==> config.mk <==
export PLATFORM = sky130hd
export DESIGN_NAME = nm_link_rx
export DESIGN_NICKNAME = d
export VERILOG_FILES = /design/src/rtl/nm_link_pkg.sv /design/src/rtl/nm_link_rx_fifo.sv /design/src/rtl/nm_link_rx.sv
export SDC_FILE = /design/constraint.sdc
export NUM_CORES = 1
export LEC_CHECK = 0
export CORE_AREA = 4 4 141 109
export DETAILED_ROUTE_END_ITERATION = 7
export DIE_AREA = 0 0 145 113
export GPL_TIMING_DRIVEN = 1
export SKIP_LAST_GASP = 1
export SYNTH_ARGS = -nofsm -noshare
export SYNTH_HDL_FRONTEND = slang
export SYNTH_HIERARCHICAL = 1
export SYNTH_SLANG_ARGS = --single-unit
==> constraint.sdc <==
create_clock -name clk -period 5.3 [get_ports clk]
set_input_delay 1.06 -clock clk [delete_from_list [all_inputs] [get_ports clk]]
set_output_delay 1.06 -clock clk [all_outputs]
set_load 0.02 [all_outputs]
==> src/rtl/nm_link_pkg.sv <==
// Shared definitions for the NM serial link receiver: timing, frame layout,
// FSM states, frame type encodings and a saturating counter helper.
package nm_link_pkg;

  localparam int unsigned CLK_DIV      = 10;
  localparam int unsigned FRAME_TYPE_W = 2;
  localparam int unsigned PAYLOAD_W    = 16;
  localparam int unsigned FRAME_BITS   = 20;

  typedef enum logic [1:0] {
    IDLE   = 2'd0,
    SHIFT  = 2'd1,
    PARITY = 2'd2
  } rx_state_e;

  typedef enum logic [1:0] {
    ADC    = 2'd0,
    REG_RD = 2'd1,
    ACK    = 2'd2,
    ERR    = 2'd3
  } frame_type_e;

  typedef struct packed {
    logic [FRAME_TYPE_W-1:0] ftype;
    logic [PAYLOAD_W-1:0]    payload;
  } rx_frame_t;

  function automatic logic [7:0] sat_inc8(input logic [7:0] v);
    return (v == 8'hFF) ? v : v + 8'd1;
  endfunction

endpackage

==> src/rtl/nm_link_rx_fifo.sv <==
// Frame buffer for the link receiver; extra pointer MSB separates full from empty.
// A push on a full buffer succeeds only when a pop happens on the same edge.
module nm_link_rx_fifo #(
  parameter int unsigned WIDTH = 18,
  parameter int unsigned DEPTH = 4
) (
  input  logic             clk,
  input  logic             rstb,
  input  logic             push,
  input  logic [WIDTH-1:0] wdata,
  input  logic             pop,
  output logic [WIDTH-1:0] rdata,
  output logic             valid,
  output logic             full
);

  localparam int unsigned AW = $clog2(DEPTH);
  localparam int unsigned PW = AW + 1;

  logic [WIDTH-1:0] mem [DEPTH];
  logic [PW-1:0]    wr_ptr;
  logic [PW-1:0]    rd_ptr;
  logic             do_push;
  logic             do_pop;

  assign valid   = (wr_ptr != rd_ptr);
  assign full    = (wr_ptr[AW] != rd_ptr[AW]) && (wr_ptr[AW-1:0] == rd_ptr[AW-1:0]);
  assign do_pop  = pop && valid;
  assign do_push = push && (!full || do_pop);
  assign rdata   = valid ? mem[rd_ptr[AW-1:0]] : '0;

  always_ff @(posedge clk or negedge rstb) begin
    if (!rstb) begin
      wr_ptr <= '0;
      rd_ptr <= '0;
    end else begin
      if (do_push) wr_ptr <= wr_ptr + PW'(1);
      if (do_pop)  rd_ptr <= rd_ptr + PW'(1);
    end
  end

  // Storage needs no reset: reads are masked while the buffer is empty.
  always_ff @(posedge clk) begin
    if (do_push) mem[wr_ptr[AW-1:0]] <= wdata;
  end

endmodule

==> src/rtl/nm_link_rx.sv <==
// NM serial link receiver: bit-strobe divider, frame deserializer with even
// parity check, frame FIFO, and saturating error/overflow counters.
module nm_link_rx
  import nm_link_pkg::*;
#(
  parameter int unsigned DEBUG_BUS_SIZE = 4,
  parameter int unsigned FIFO_DEPTH     = 4
) (
  input  logic                      clk,
  input  logic                      rstb,
  input  logic                      run,
  input  logic                      n2c_data,
  output logic                      out_valid,
  input  logic                      out_ready,
  output logic [FRAME_TYPE_W-1:0]   out_type,
  output logic [PAYLOAD_W-1:0]      out_payload,
  output logic [7:0]                par_err_cnt,
  output logic [7:0]                ovf_cnt,
  input  logic                      cnt_clr,
  output logic [DEBUG_BUS_SIZE-1:0] debug
);

  localparam int unsigned DIV_W      = $clog2(CLK_DIV);
  localparam int unsigned SHIFT_BITS = FRAME_BITS - 2;
  localparam int unsigned CNT_W      = 5;

  logic [DIV_W-1:0]      div;
  logic                  bit_stb;
  rx_state_e             state;
  logic [SHIFT_BITS-1:0] shreg;
  logic [CNT_W-1:0]      bit_cnt;
  logic                  par_sample_c;
  logic                  par_ok_c;
  logic                  push_c;
  logic                  par_err_c;
  logic                  pop_c;
  logic                  ovf_c;
  logic                  fifo_full;
  rx_frame_t             head;

  assign bit_stb      = (div == '0);
  assign par_sample_c = run && bit_stb && (state == PARITY);
  assign par_ok_c     = ~(^{shreg, n2c_data});
  assign push_c       = par_sample_c && par_ok_c;
  assign par_err_c    = par_sample_c && !par_ok_c;
  assign pop_c        = out_valid && out_ready;
  assign ovf_c        = push_c && fifo_full && !pop_c;

  // Free-running bit-period divider; strobe when it reads zero.
  always_ff @(posedge clk or negedge rstb) begin
    if (!rstb) begin
      div <= '0;
    end else if (div == DIV_W'(CLK_DIV - 1)) begin
      div <= '0;
    end else begin
      div <= div + DIV_W'(1);
    end
  end

  // Deserializer: start bit, 18 data bits MSB first, then the parity sample.
  always_ff @(posedge clk or negedge rstb) begin
    if (!rstb) begin
      state   <= IDLE;
      shreg   <= '0;
      bit_cnt <= '0;
    end else if (!run) begin
      state   <= IDLE;
      shreg   <= '0;
      bit_cnt <= '0;
    end else if (bit_stb) begin
      case (state)
        IDLE: begin
          if (n2c_data) begin
            state   <= SHIFT;
            bit_cnt <= '0;
          end
        end
        SHIFT: begin
          shreg   <= {shreg[SHIFT_BITS-2:0], n2c_data};
          bit_cnt <= bit_cnt + CNT_W'(1);
          if (bit_cnt == CNT_W'(SHIFT_BITS - 1)) state <= PARITY;
        end
        PARITY:  state <= IDLE;
        default: state <= IDLE;
      endcase
    end
  end

  nm_link_rx_fifo #(
    .WIDTH ($bits(rx_frame_t)),
    .DEPTH (FIFO_DEPTH)
  ) u_fifo (
    .clk   (clk),
    .rstb  (rstb),
    .push  (push_c),
    .wdata (shreg),
    .pop   (pop_c),
    .rdata (head),
    .valid (out_valid),
    .full  (fifo_full)
  );

  assign out_type    = head.ftype;
  assign out_payload = head.payload;

  // Clear takes priority over a coincident increment.
  always_ff @(posedge clk or negedge rstb) begin
    if (!rstb) begin
      par_err_cnt <= '0;
      ovf_cnt     <= '0;
    end else if (cnt_clr) begin
      par_err_cnt <= '0;
      ovf_cnt     <= '0;
    end else begin
      if (par_err_c) par_err_cnt <= sat_inc8(par_err_cnt);
      if (ovf_c)     ovf_cnt     <= sat_inc8(ovf_cnt);
    end
  end

  always_ff @(posedge clk or negedge rstb) begin
    if (!rstb) begin
      debug <= '0;
    end else begin
      debug <= DEBUG_BUS_SIZE'({(state != IDLE), bit_stb, fifo_full, out_valid});
    end
  end

endmodule

Word-level counts from Yosys, hierarchy flattened:

Memory sizes are Yosys's and may differ from the RTL's.
Cells that the tools add are included.
Widths: inputs -> output; s select.

* bits in registers: 55
* bits in writable memories: 72
* input bits: 6
* word-level logic and storage cells: 79
* memories kept: 1

* add/subtract/negate cells: 6
* eq/ne operators: 16
* muxes and demuxes: 22
* bitwise gates (word level): 1
* reduce and logical (&&, ||, !) cells: 24

Memories
* u_fifo.mem: depth 4, width 18, rd ports 1, clocked after memory_dff 0, write ports 1, line nm_link_rx_fifo.sv:20 `logic [WIDTH-1:0] mem [DEPTH];`

Operators by type and width (number)
* $mux 18: 4
* $mux 8: 6
* $reduce_xor 19->1: 1
* $add 8x1->8 const B: 2
* $eq 8x8->1 const B: 2
* $mux 5: 3
* $logic_and 1x1->1: 10
* $pmux 5 s2: 1
* $mux 2: 4
* $add 3x1->3 const B: 2
* $ne 3x3->1 const B: 2
* $reduce_and 2->1: 3
* $reduce_and 3->1: 2
* $reduce_bool 2->1: 3
* $add 5x1->5 const B: 1
* $eq 5x5->1 const B: 1
* $add 4x1->4 const B: 1
* $eq 4x4->1 const B: 1
* $logic_not 4->1: 1
* $mux 4: 1
* $ne 2x1->1 const B: 2
* $ne 2x2->1 const B: 2
* $pmux 2 s2: 1
* $ne 3x1->1 const B: 1
* 10 further kinds: 12

Depth between registers and ports, before layout:

* word-level depth: 8
* depth in mapped cells: 10

Hierarchy:

The synthesis kept the hierarchy.

By module, submodules not included
* nm_link_rx_fifo: instances 1, cells an instance 149, area each 3149.3 sq um, seq. area each 2312.2 sq um
* nm_link_rx: instances 1, cells an instance 224, area each 2371.0 sq um, seq. area each 1226.2 sq um

Least setup slack after synthesis:

Ideal clock, no wire load.

* path kind: input port to flip-flop
* start: in n2c_data
* end: mem u_fifo.mem[3][0], enable pin
* arrival: 3.137 ns
* path slack: 1.790 ns
* cell stages on the path: 9
* buffers on the path: 1
* cells stage by stage: xor2_1 xnor2_1 xnor3_1 xor2_1 clkbuf_1 and2_1 and2_1 o41ai_1 inv_1

* longest elaborated chain between the ends: 6

Ends and longest elaborated chain
* from (decl): line nm_link_rx.sv:12 `input logic n2c_data,`
* $reduce_xor 19->1: line nm_link_rx.sv:43 `assign par_ok_c = ~(^{shreg, n2c_data});`
* $not 1->1: line nm_link_rx.sv:43
* $logic_and 1x1->1: line nm_link_rx.sv:44 `assign push_c = par_sample_c && par_ok_c;`
* via push_c: line nm_link_rx.sv:34 `logic push_c;`
* $logic_and 1x1->1: line nm_link_rx_fifo.sv:29 `assign do_push = push && (!full || do_pop);`
* $mux 1: line nm_link_rx_fifo.sv:44 `if (do_push) mem[wr_ptr[AW-1:0]] <= wdata;`
* $mux 1 (not written as such): line nm_link_rx_fifo.sv:44
* to (decl): line nm_link_rx_fifo.sv:20

The timed path passes the listed nets, and every way through them passes these cells.

Worst setup path after layout:

* start: reg u_fifo.rd_ptr[0]
* end: out out_payload[13]

* longest elaborated chain between the ends: 2
* elaborated cells on any way between the ends: 3
* classes of those cells: eq/ne: 1; mux: 1; memory: 1

Ends and longest elaborated chain
* from (decl): line nm_link_rx_fifo.sv:22 `logic [PW-1:0] rd_ptr;`
* from (signal assigned): line nm_link_rx_fifo.sv:38 `if (do_pop) rd_ptr <= rd_ptr + PW'(1);`
* $mem_v2 4x18 or $ne 3x3->1 (tied branches)
* $mux 18 (*): line nm_link_rx_fifo.sv:30 `assign rdata = valid ? mem[rd_ptr[AW-1:0]] : '0;`
* to (decl): line nm_link_rx.sv:16 `output logic [PAYLOAD_W-1:0] out_payload,`

Mark *: on every way between the ends. The rest lies on a longest branch, timed or not.

==> results by stage <==
Finish:
- Compared with the post-synthesis result, the final layout area differs by 21.8%.
- Counting the fill cells in the layout gives ~1200.
- Measured on the finished design, the core utilization comes to about 48%.
- The final layout contains approximately 450 nets.
- The number of antenna diodes in the final layout is 0.
- The share of final-layout standard cells stronger than drive strength 1 is between 10% and 20%.
- The count of cells in the finished layout, fillers not included, comes to between 600 and 700.

Floorplanning:
- The placeable core region is about 14000 sq um.
- The die boundary height is 113 um.
- In this run the core area contains 38 standard-cell rows.
- The number of placed I/O pins is 45.
- The initial standard-cell utilization of the core is 39.1%.
- The die outline area is 16400 sq um.
- The chip width is between 100 and 150 um.

Status:
- The flow ran to the end, and the final reports show no timing, DRC or antenna violations.

Global route:
- Global routing finished with a remaining overflow of 0.
- The number of antenna violations at the first check in global routing came to 0.
- The first global-routing pass estimated around 18 mm of wire.
- For this run, the total global-route usage over all layers was measured as between 10% and 20%.
- Entering global routing, the biggest net connects 56 pins.
- The number of global-route vias before repair came to around 3300.

Synthesis:
- For this run, the register share of the synthesized area comes to between 60% and 70%.
- The largest total area in the synthesized netlist belongs to edfxtp_1.
- After synthesis, the most frequently instantiated cells are edfxtp_1, dfrtp_1, xnor2_1.
- The synthesized instance count is roughly 370.
- The warning count from the yosys run is 6.
- In this run, synthesis produced a sequential element count of 127.
- The summed instance area of the synthesized netlist is approximately 5500 sq um.
- The post-synthesis cell type count is 47.
- The synthesized design devotes to its leading area cell type roughly two fifths of total area.
- For this run, asynchronously set or reset flops after synthesis account for 43.3%.
- A synthesized cell averages ~15 sq um.
- The flip-flop cell with the highest count after synthesis is edfxtp_1.
- By instance count, the leading cell after synthesis is edfxtp_1.
- The synthesized netlist net count is between 300 and 400.
- After synthesis, the cell types taking the most area are edfxtp_1, dfrtp_1, mux4_2.
- The synthesized design contains 72 enable-type register cells.

Clock network:
- In this run, post-CTS repair resized a total of 0 instances.
- For the worst-skew pair, the clock arrives at the later sink with an insertion delay of between 0.4 and 0.5 ns.
- The setup fix buffers added after clock tree synthesis is 0.
- The number of buffers created by CTS is 17.
- Clock-pin slew was measured on the worst setup and hold paths at 0.05 ns.
- The clock root buffer master is clkbuf_16.
- The CTS H-tree depth is 4.
- For this design, the CTS-stage hold fixing added 0 buffers.
- The maximum root-to-sink buffer count is 2.
- The number of sinks driven by the clock tree is 127.
- TritonCTS built the clock tree.

Pwr:
- The worst-case IR drop observed on VDD is 0.262 mV.
- In this run switching power makes up a little over a quarter of total power.
- Internal power comes to 2060 uW.
- The static leakage is between 0.002 and 0.003 uW.
- The part of the power in combinational logic is between 20% and 30%.
- Sequential cells account for between 30 and 40% of the total power.
- The total design power is about 2800 uW.
- Summed over all nets, the switching power comes to 774 uW.
- In this run the power density over the cells is between 400 and 500 nW/um^2.
- Per report_power, the clock group accounts for a little under two fifths of the total.

Worst setup path:
- At the worst endpoint, the required time is roughly 4.2 ns.
- The critical path startpoint category is a register.
- The category of the critical setup timing path is register to output port.
- Data arrives at the worst endpoint at between 2 and 3 ns.
- For flop-to-flop paths, the worst setup slack is roughly 1.8 ns.
- The worst setup path endpoint is out_payload[13].
- The critical path starts at u_fifo/rd_ptr[0].
- STA classifies the critical path endpoint as an output port.
- The startpoint identified for the worst register-to-register timing path is u_fifo/rd_ptr[0].
- For the worst flop-to-flop path, the logic depth is 9.
- In this run the critical register-to-register path is captured at ovf_cnt[7].
- Along the worst path, the maximum fanout reaches 21.

Run:
- The count of max-cap constraint violations is 0.

STA:
- The number of pins with negative max-slew slack in the final report is 0.
- The clock period could shrink to just under 4 ns.
- The worst path uses 74.8% of the clock period.
- The slew at the pin closest to its max-slew limit is approximately 0.84 ns.
- The normalized max-slew margin is 43.8%.
- Timing would allow up to between 0.2 and 0.3 GHz.
- The number of setup violations in the final report is 0.
- The final-report hold violation count is 0.
- The final total negative setup slack is 0 ns.
- The worst hold slack is approximately 0.52 ns.
- The clock arrives with roughly 0.011 ns of skew.
- Setup repair after global routing left no endpoint under its margin.

Placement:
- Input and output buffers added on the ports amount to 44.
- The congestion estimate from routability-driven global placement came to approximately 0.73.
- The final HPWL from detailed placement is 6.76 mm.
- The number of instances in the placed design is 593.

Detailed routing:
- The final layout contains routed wiring with a total length of ~11 mm.
- The number of vias after detailed routing is ~3200.
- The number of detailed-route iterations in the first pass is 4.
- The detail route stage leaves a number of antenna-violating nets equal to 0.
- After the first detailed-routing iteration, the DRC count stood at 142.
- The number of remaining DRC errors is 0.
- The vias per cell is between 5 and 6.
- The routed wire length per instance is ~17 um.

Hold path:
- The min-delay analysis places its worst path in the category register to register.
state kept, by name, indices dropped and copies added, names as in the netlist:
register,count
bit_cnt,5
debug,4
div,4
ovf_cnt,8
par_err_cnt,8
shreg,18
state,2
u_fifo/mem,72
u_fifo/rd_ptr,3
u_fifo/wr_ptr,3
stage by stage:
stage | setup slack [ns] | area (sq um)
3_3_place_gp | 1.38 | 6190
5_1_grt | 0.969 | 6730
3_5_place_dp | 1.34 | 6190
4_1_cts | 1.20 | 6730
6_report | 1.33 | 6730
2_1_floorplan | 1.79 | 5520
power groups by stage:
| stage | clock (uW) | sequential [uW] | combinational (uW) |
|---|---|---|---|
| 2_1_floorplan | 0 | 1100 | 453 |
| 3_3_place_gp | 0 | 1080 | 730 |
| 3_5_place_dp | 0 | 1080 | 734 |
| 4_1_cts | 1070 | 1070 | 738 |
| 5_1_grt | 1120 | 1070 | 780 |
| 6_report | 1050 | 1070 | 718 |
placed cells by master (no fill, tap or decap), types with 2 or more instances in the layout:
cell             netlist  final
dfrtp_1               55     55
mux4_2                18     18
nand2_1               20     20
clkdlybuf4s50_1        0     43
and3_1                 4      4
edfxtp_1              72     72
mux2i_1                2      2
nor3_1                 6      6
clkbuf_1               7      3
inv_1                 12     12
clkbuf_16              0     17
clkinv_2               0      2
nor2b_1               20     20
a22o_1                19     19
mux2_2                 4      4
or2_2                  2      2
xnor2_1               21     21
nor2_1                 8      8
or3_1                  3      3
nand3_1                8      8
a21oi_1               17     17
clkbuf_8               0      2
o31ai_1                9      9
nand2b_1               2      2
buf_4                  2     10
xor2_1                 4      4
and2_1                 4      4
or4_1                 11     11
o21ai_0               10     10
clkinv_1               0      6
ha_1                   9      9
cell type report:
cell class	instances	area, sq um	share of cell area (%)
well taps	180	225	3.35
multi-input cells	219	1860	27.7
inverters	13	53.8	0.800
clock inverters	10	70.1	1.04
flip-flops and latches	127	3540	52.6
clock buffers	22	464	6.90
repair buffers	54	510	7.59
worst min path at each step:
| stage | startpoint | end | slack, ns | cells after the start |
|---|---|---|---|---|
| 2_1_floorplan | div[2] | div[2] | 0.48 | 1 |
| 3_3_place_gp | div[2] | div[2] | 0.50 | 1 |
| 3_5_place_dp | div[0] | div[0] | 0.52 | 1 |
| 4_1_cts | div[0] | div[0] | 0.53 | 1 |
| 5_1_grt | div[2] | div[2] | 0.54 | 1 |
| 6_report | div[0] | div[0] | 0.52 | 1 |
metal layers:
metal  global-route usage [%]  wire length (um)  vias up
met5                        0                 0        -
met1                     18.8              5210     1631
li1                         -                 -     1539
met3                     4.56               349        6
met2                     21.5              5050       45
met4                     3.92                66        0
cells by family (layout without fill, tap and decap cells):
group                      after synthesis  after routing  share of synthesized area (%)
and+or+nand+nor                         95             95                           10.0
AOI/OAI and AO/OA                       64             64                           8.30
adders and majority gates                9              9                           2.04
DFF                                    127            127                           64.1
xor gates and xnor gates                27             27                           4.87
muxes                                   24             24                           8.52
buffers and inverters                   27             99                           2.15
worst max-delay path: stages (launching register included):
cell and delay [ns]:
dfrtp_1 0.32, buf_4 0.38, xor2_1 0.29, nor3_4 0.71, nor2b_1 0.19, clkdlybuf4s50_1 0.59
No activity file was read; power rests on OpenSTA's default activity.
